==> src/rtl/axis_quadrature_counter.sv <==
// Schmitt-trigger quadrature decoder: {B,A} ADC samples in, signed fringe position out on AXIS.
// Two pipeline stages (levels, then decode/position) advance on one output-driven enable.
`timescale 1ns / 1ps
module axis_quadrature_counter #(
   parameter int unsigned AXIS_TDATA_WIDTH = 32,
   parameter int unsigned POSITION_WIDTH   = 32
) (
   input  logic                          aclk,
   input  logic                          areset,
   input  logic [AXIS_TDATA_WIDTH/2-1:0] lower_threshold,
   input  logic [AXIS_TDATA_WIDTH/2-1:0] upper_threshold,
   input  logic                          position_clear,
   output logic [15:0]                   error_count,
   input  logic                          S_AXIS_tvalid,
   input  logic [AXIS_TDATA_WIDTH-1:0]   S_AXIS_tdata,
   output logic                          S_AXIS_tready,
   output logic                          M_AXIS_tvalid,
   output logic [POSITION_WIDTH-1:0]     M_AXIS_tdata,
   input  logic                          M_AXIS_tready
);
   localparam int unsigned HalfW = AXIS_TDATA_WIDTH / 2;

   logic                      en, accept, thr_ok;
   logic signed [HalfW-1:0]   samp_a, samp_b, thr_lo, thr_hi;
   logic                      lvl_a_q, lvl_a_d, lvl_b_q, lvl_b_d;
   logic                      s1_valid_q, s1_thr_ok_q;
   logic [1:0]                cur, prev_q, prev_d;
   logic                      primed_q, primed_d;
   logic [15:0]               err_q, err_d;
   logic [POSITION_WIDTH-1:0] pos_q, pos_d, pos_upd;
   logic                      m_valid_q;
   logic [POSITION_WIDTH-1:0] m_data_q, m_data_d;

   assign en            = ~m_valid_q | M_AXIS_tready;
   assign S_AXIS_tready = en & ~areset;
   assign accept        = S_AXIS_tvalid & S_AXIS_tready;
   assign samp_a        = S_AXIS_tdata[HalfW-1:0];
   assign samp_b        = S_AXIS_tdata[2*HalfW-1:HalfW];
   assign thr_lo        = lower_threshold;
   assign thr_hi        = upper_threshold;
   assign thr_ok        = thr_lo < thr_hi;
   assign cur           = {lvl_b_q, lvl_a_q};

   assign M_AXIS_tvalid = m_valid_q;
   assign M_AXIS_tdata  = m_data_q;
   assign error_count   = err_q;

   // Stage 1: hysteresis on each channel; levels hold on invalid thresholds.
   always_comb begin
      lvl_a_d = lvl_a_q;
      lvl_b_d = lvl_b_q;
      if (accept && thr_ok) begin
         if (samp_a > thr_hi) begin
            lvl_a_d = 1'b1;
         end else if (samp_a < thr_lo) begin
            lvl_a_d = 1'b0;
         end
         if (samp_b > thr_hi) begin
            lvl_b_d = 1'b1;
         end else if (samp_b < thr_lo) begin
            lvl_b_d = 1'b0;
         end
      end
   end

   // Stage 2: quadrature decode into position and the output register.
   always_comb begin
      prev_d   = prev_q;
      primed_d = primed_q;
      err_d    = err_q;
      pos_upd  = pos_q;
      if (en && s1_valid_q) begin
         if (!s1_thr_ok_q) begin
            primed_d = 1'b0;
         end else if (!primed_q) begin
            prev_d   = cur;
            primed_d = 1'b1;
         end else begin
            prev_d = cur;
            unique case ({prev_q, cur})
               4'b00_01, 4'b01_11, 4'b11_10, 4'b10_00: pos_upd = pos_q + POSITION_WIDTH'(1);
               4'b01_00, 4'b11_01, 4'b10_11, 4'b00_10: pos_upd = pos_q - POSITION_WIDTH'(1);
               4'b00_11, 4'b11_00, 4'b01_10, 4'b10_01: begin
                  if (err_q != 16'hFFFF) begin
                     err_d = err_q + 16'd1;
                  end
               end
               default: ;
            endcase
         end
      end
      // Clear wins over a same-cycle count and ignores stall.
      pos_d    = position_clear ? '0 : pos_upd;
      m_data_d = m_data_q;
      if (en && s1_valid_q) begin
         m_data_d = pos_d;
      end
   end

   always_ff @(posedge aclk or posedge areset) begin
      if (areset) begin
         lvl_a_q     <= 1'b0;
         lvl_b_q     <= 1'b0;
         s1_valid_q  <= 1'b0;
         s1_thr_ok_q <= 1'b0;
         prev_q      <= 2'b00;
         primed_q    <= 1'b0;
         err_q       <= 16'd0;
         pos_q       <= '0;
         m_valid_q   <= 1'b0;
         m_data_q    <= '0;
      end else begin
         pos_q <= pos_d;
         if (en) begin
            lvl_a_q     <= lvl_a_d;
            lvl_b_q     <= lvl_b_d;
            s1_valid_q  <= accept;
            s1_thr_ok_q <= thr_ok;
            prev_q      <= prev_d;
            primed_q    <= primed_d;
            err_q       <= err_d;
            m_valid_q   <= s1_valid_q;
            m_data_q    <= m_data_d;
         end
      end
   end

endmodule
==> config.mk <==
export PLATFORM = sky130hd
export DESIGN_NAME = axis_quadrature_counter
export DESIGN_NICKNAME = d
export VERILOG_FILES = /design/src/rtl/axis_quadrature_counter.sv
export SDC_FILE = /design/constraint.sdc
export NUM_CORES = 1
export LEC_CHECK = 0
export BUFFER_PORTS_ARGS = -buffer_cell sky130_fd_sc_hd__buf_2
export CAP_MARGIN = 20
export CORE_ASPECT_RATIO = 1.75
export CORE_MARGIN = 2
export CORE_UTILIZATION = 45
export CTS_CLUSTER_SIZE = 10
export DETAILED_ROUTE_END_ITERATION = 10
export PLACE_DENSITY = 0.66
export SYNTH_ARGS = -nofsm -noshare
export SYNTH_HDL_FRONTEND = slang
export SYNTH_SLANG_ARGS = --single-unit
==> constraint.sdc <==
create_clock -name aclk -period 5.23 [get_ports aclk]
set_input_delay 0.523 -clock aclk [delete_from_list [all_inputs] [get_ports aclk]]
set_output_delay 0.523 -clock aclk [all_outputs]
set_load 0.02 [all_outputs]
==> run summary <==
Status - finished, final reports clean
Met3 Wirelength - 602 um
FF-to-FF setup slack - 1.34 ns
Number of vias after detailed routing - 6,140
Standard-cell rows - 60
Number of global-route vias before repair - 6,426
Ranking of synthesized cells by area - dfrtp_1, ha_1, nand2_1
Post-CTS Hold Fix Bufs - 0
Synth top area share - 31.2%
Via count normalized by instance count - 5.59
FF-to-FF path depth - 13
Power density over cell area - 301 nW/um^2
Launching element type of the critical path - flip-flop
Most numerous cell in the Yosys netlist - ha_1
CORE AREA - 15,400 um^2
Final period util - 74.3%
Final TNS setup - 0 ns
Dominant register cell in the synthesized netlist - dfrtp_1
Pin slew with the least headroom to its limit - 1.11 ns
Ys async rst share - 100%
Util after Layout - 53.2%
Io pins - 119
Upper clock frequency limit - 0.257 GHz
Routed len/inst - 16.6 um
Footprint of the flip-flops and latches - 2200 um^2
Netlist area before placement - 7060 um^2
Global-route usage over all layers - 22.5%
Power spent charging and discharging nets - 0.000992 W
P&R area growth vs syn - 15.9%
Switching Fraction - 40.2%
Mean instance size in the synthesized netlist - 8.95 um^2
Clock tree from TritonCTS - yes
Clock network latency to the later pin of the worst-skew pair - 0.35 ns
Launch point of the worst reg-to-reg path - lvl_b_q$_DFFE_PP0P_
Yosys cell types - 63
Worst clock skew - 0.0128 ns
Cell taking the most area after synthesis - dfrtp_1
Portion of the post-synthesis area used by sequential elements - 31.2%
Post-DP HPWL - 14,900 um
Final-report hold violation count - 0
Max-Cap Viols - 0
Final period demand of the worst path - 3.89 ns
Syn nets - 974
Overall overflow remaining after global route - 0
Topmost layer with routed signal wires - met4
Total Power Consumption - 0.00246 W
Layout cells sized above 1 - 19.1%
Sum of met2 wire segment lengths after detailed routing - 10,100 um
Count of buffers from port buffering - 118
Die area - 16,700 um^2
Total DRC errors in the routed layout - 0
Detailed Routing Iterations Pass 1 - 7
Kind of end point of the critical path - flip-flop
Pins Over Slew Limit - 0
Width of the die - 98.7 um
Final nets - 1,092
Number of H-tree levels - 3
Die Y-Extent - 170 um
Final Routed Wirelength - 18,200 um
RSZ-0062 raised after global routing - no
Number of cells produced by synthesis - 789
Yosys warning total - 0
Post-synthesis sequential element count - 88
DRT met1 WL - 6570 um
Clock share of power - 26.0%
Filler Cell Count - 1,480
Static Leakage - 4.40 nW
CTS buffer count - 9
Clock slew at reported path FFs - 0.07 ns
Path category of the worst min-delay check - input pin to asynchronous set/reset pin
Post-synth EDFFs - 0
Multi-input combinational cell area - 4610 um^2
Largest net degree at the start of global routing - 47
Critical register-to-register path endpoint - M_AXIS_tdata[25]$_DFFE_PP0P_
Worst Path Arrival - 4.12 ns
Starting DRT DRC Count - 180
Final count of negative-setup-slack endpoints - 0
Maximum number of buffers from clock root to sink - 2
Power share of the combinational group - 43.3%
Worst Path Class, Setup - flip-flop to flip-flop
Worst relative slew slack - 24.3%
Worst-path fanout max - 17
Worst IR Drop VDD - 0.162 mV
First-pass GRT wire length - 30,300 um
Last weighted congestion value of the routability-driven placer - 0.939
Effective utilization at floorplan - 45.9%
CTS root buf - clkbuf_16
Internal power of the cells - 0.00147 W
Post-CTS Setup Repair Bufs - 0
Sequential group share of total power - 30.7%
Most common library cells after synthesis - ha_1, nand2_1, dfrtp_1
Worst endpoint required time - 5.46 ns
Antenna violations before repair - 0
Antenna diode count - 0
PostCTS Resize Cnt - 0
Number of clock sinks seen by CTS - 88
Antenna viol nets, final - 0
==> layer usage <==
layer	vias to the layer above	track usage, %
met4	0	12.7
met2	151	43.8
li1	3080	-
met1	2861	22.4
met5	-	0
met3	48	2.64
==> kinds of logic after synthesis <==
group           after synthesis  synth area share (%)
mux                          19                  2.92
buf+inv                      67                  3.62
flops                        88                  31.2
xor+xnor                     46                  5.71
compound gates              203                  19.2
fa+ha+maj                   116                  20.7
simple gates                250                  16.7
==> stage by stage <==
step / hold WS, ns / area [um^2] / setup slack, ns / std cells
6_report: 0.239 / 8180 / 1.34 / 1098
5_1_grt: 0.303 / 8180 / 1.08 / 1098
4_1_cts: 0.260 / 8170 / 1.33 / 1097
3_5_place_dp: 0.459 / 7870 / 1.34 / 1081
3_3_place_gp: 0.454 / 7870 / 1.47 / 1081
2_1_floorplan: 0.468 / 7060 / 0.904 / 789
==> state kept, by name (all words and copies together) (netlist names) <==
name,flops
error_count,16
s1_valid_q,1
prev_q,2
primed_q,1
lvl_b_q,1
pos_q,32
lvl_a_q,1
M_AXIS_tvalid,1
M_AXIS_tdata,32
s1_thr_ok_q,1
==> worst max-delay path, stage by stage (launching register included) <==
cell      delay (ns)
dfrtp_1         0.44
xnor2_1         0.18
nor2_2          0.63
buf_4           0.34
ha_1            0.32
and2_2          0.22
a221oi_2        0.28
a21oi_2         0.10
o21ai_2         0.29
o31ai_4         0.15
a31oi_1         0.25
or3_1           0.15
a31oi_2         0.09
mux2_1          0.31
==> power groups by stage <==
stage	combinational [W]	clock (W)	sequential (W)
after floorplan	0.000766	0	0.000786
after global placement	0.00105	0	0.000769
after detailed placement	0.00106	0	0.000770
after CTS	0.00107	0.000658	0.000757
after global routing	0.00120	0.000681	0.000761
final	0.00107	0.000642	0.000756
==> final cells by class <==
class	instances	area share (%)
clock inverters	7	0.887
repair buffers	127	8.09
clock buffers	9	2.75
inverters	47	2.19
flip-flops and latches	88	26.9
multi-input cells	634	56.3
well taps	186	2.84
==> layout by cell type, fill, tap and decap left out, drive strengths merged, types with 11 or more instances in the layout <==
cell type and n:
nand2 105, o21ai 29, o31ai 12, inv 51, nand4 20, buf 127, mux2 13, ha 115
nor2 43, a31oi 12, xor2 19, xnor2 27, a21o 41, nand3 21, dfrtp 88, nor2b 11
a21oi 63
==> worst max-delay path by stage <==
| stage | start | end | depth (start not counted) |
|---|---|---|---|
| floorplan | lvl_a_q$_DFFE_PP0P_ | M_AXIS_tdata[25]$_DFFE_PP0P_ | 12 |
| global placement | lvl_b_q$_DFFE_PP0P_ | M_AXIS_tdata[25]$_DFFE_PP0P_ | 13 |
| detailed placement | lvl_b_q$_DFFE_PP0P_ | M_AXIS_tdata[25]$_DFFE_PP0P_ | 13 |
| CTS | lvl_b_q$_DFFE_PP0P_ | M_AXIS_tdata[25]$_DFFE_PP0P_ | 13 |
| global route | lvl_b_q$_DFFE_PP0P_ | M_AXIS_tdata[25]$_DFFE_PP0P_ | 13 |
| finish | lvl_b_q$_DFFE_PP0P_ | M_AXIS_tdata[25]$_DFFE_PP0P_ | 13 |
(Power assumes the default switching activity.)
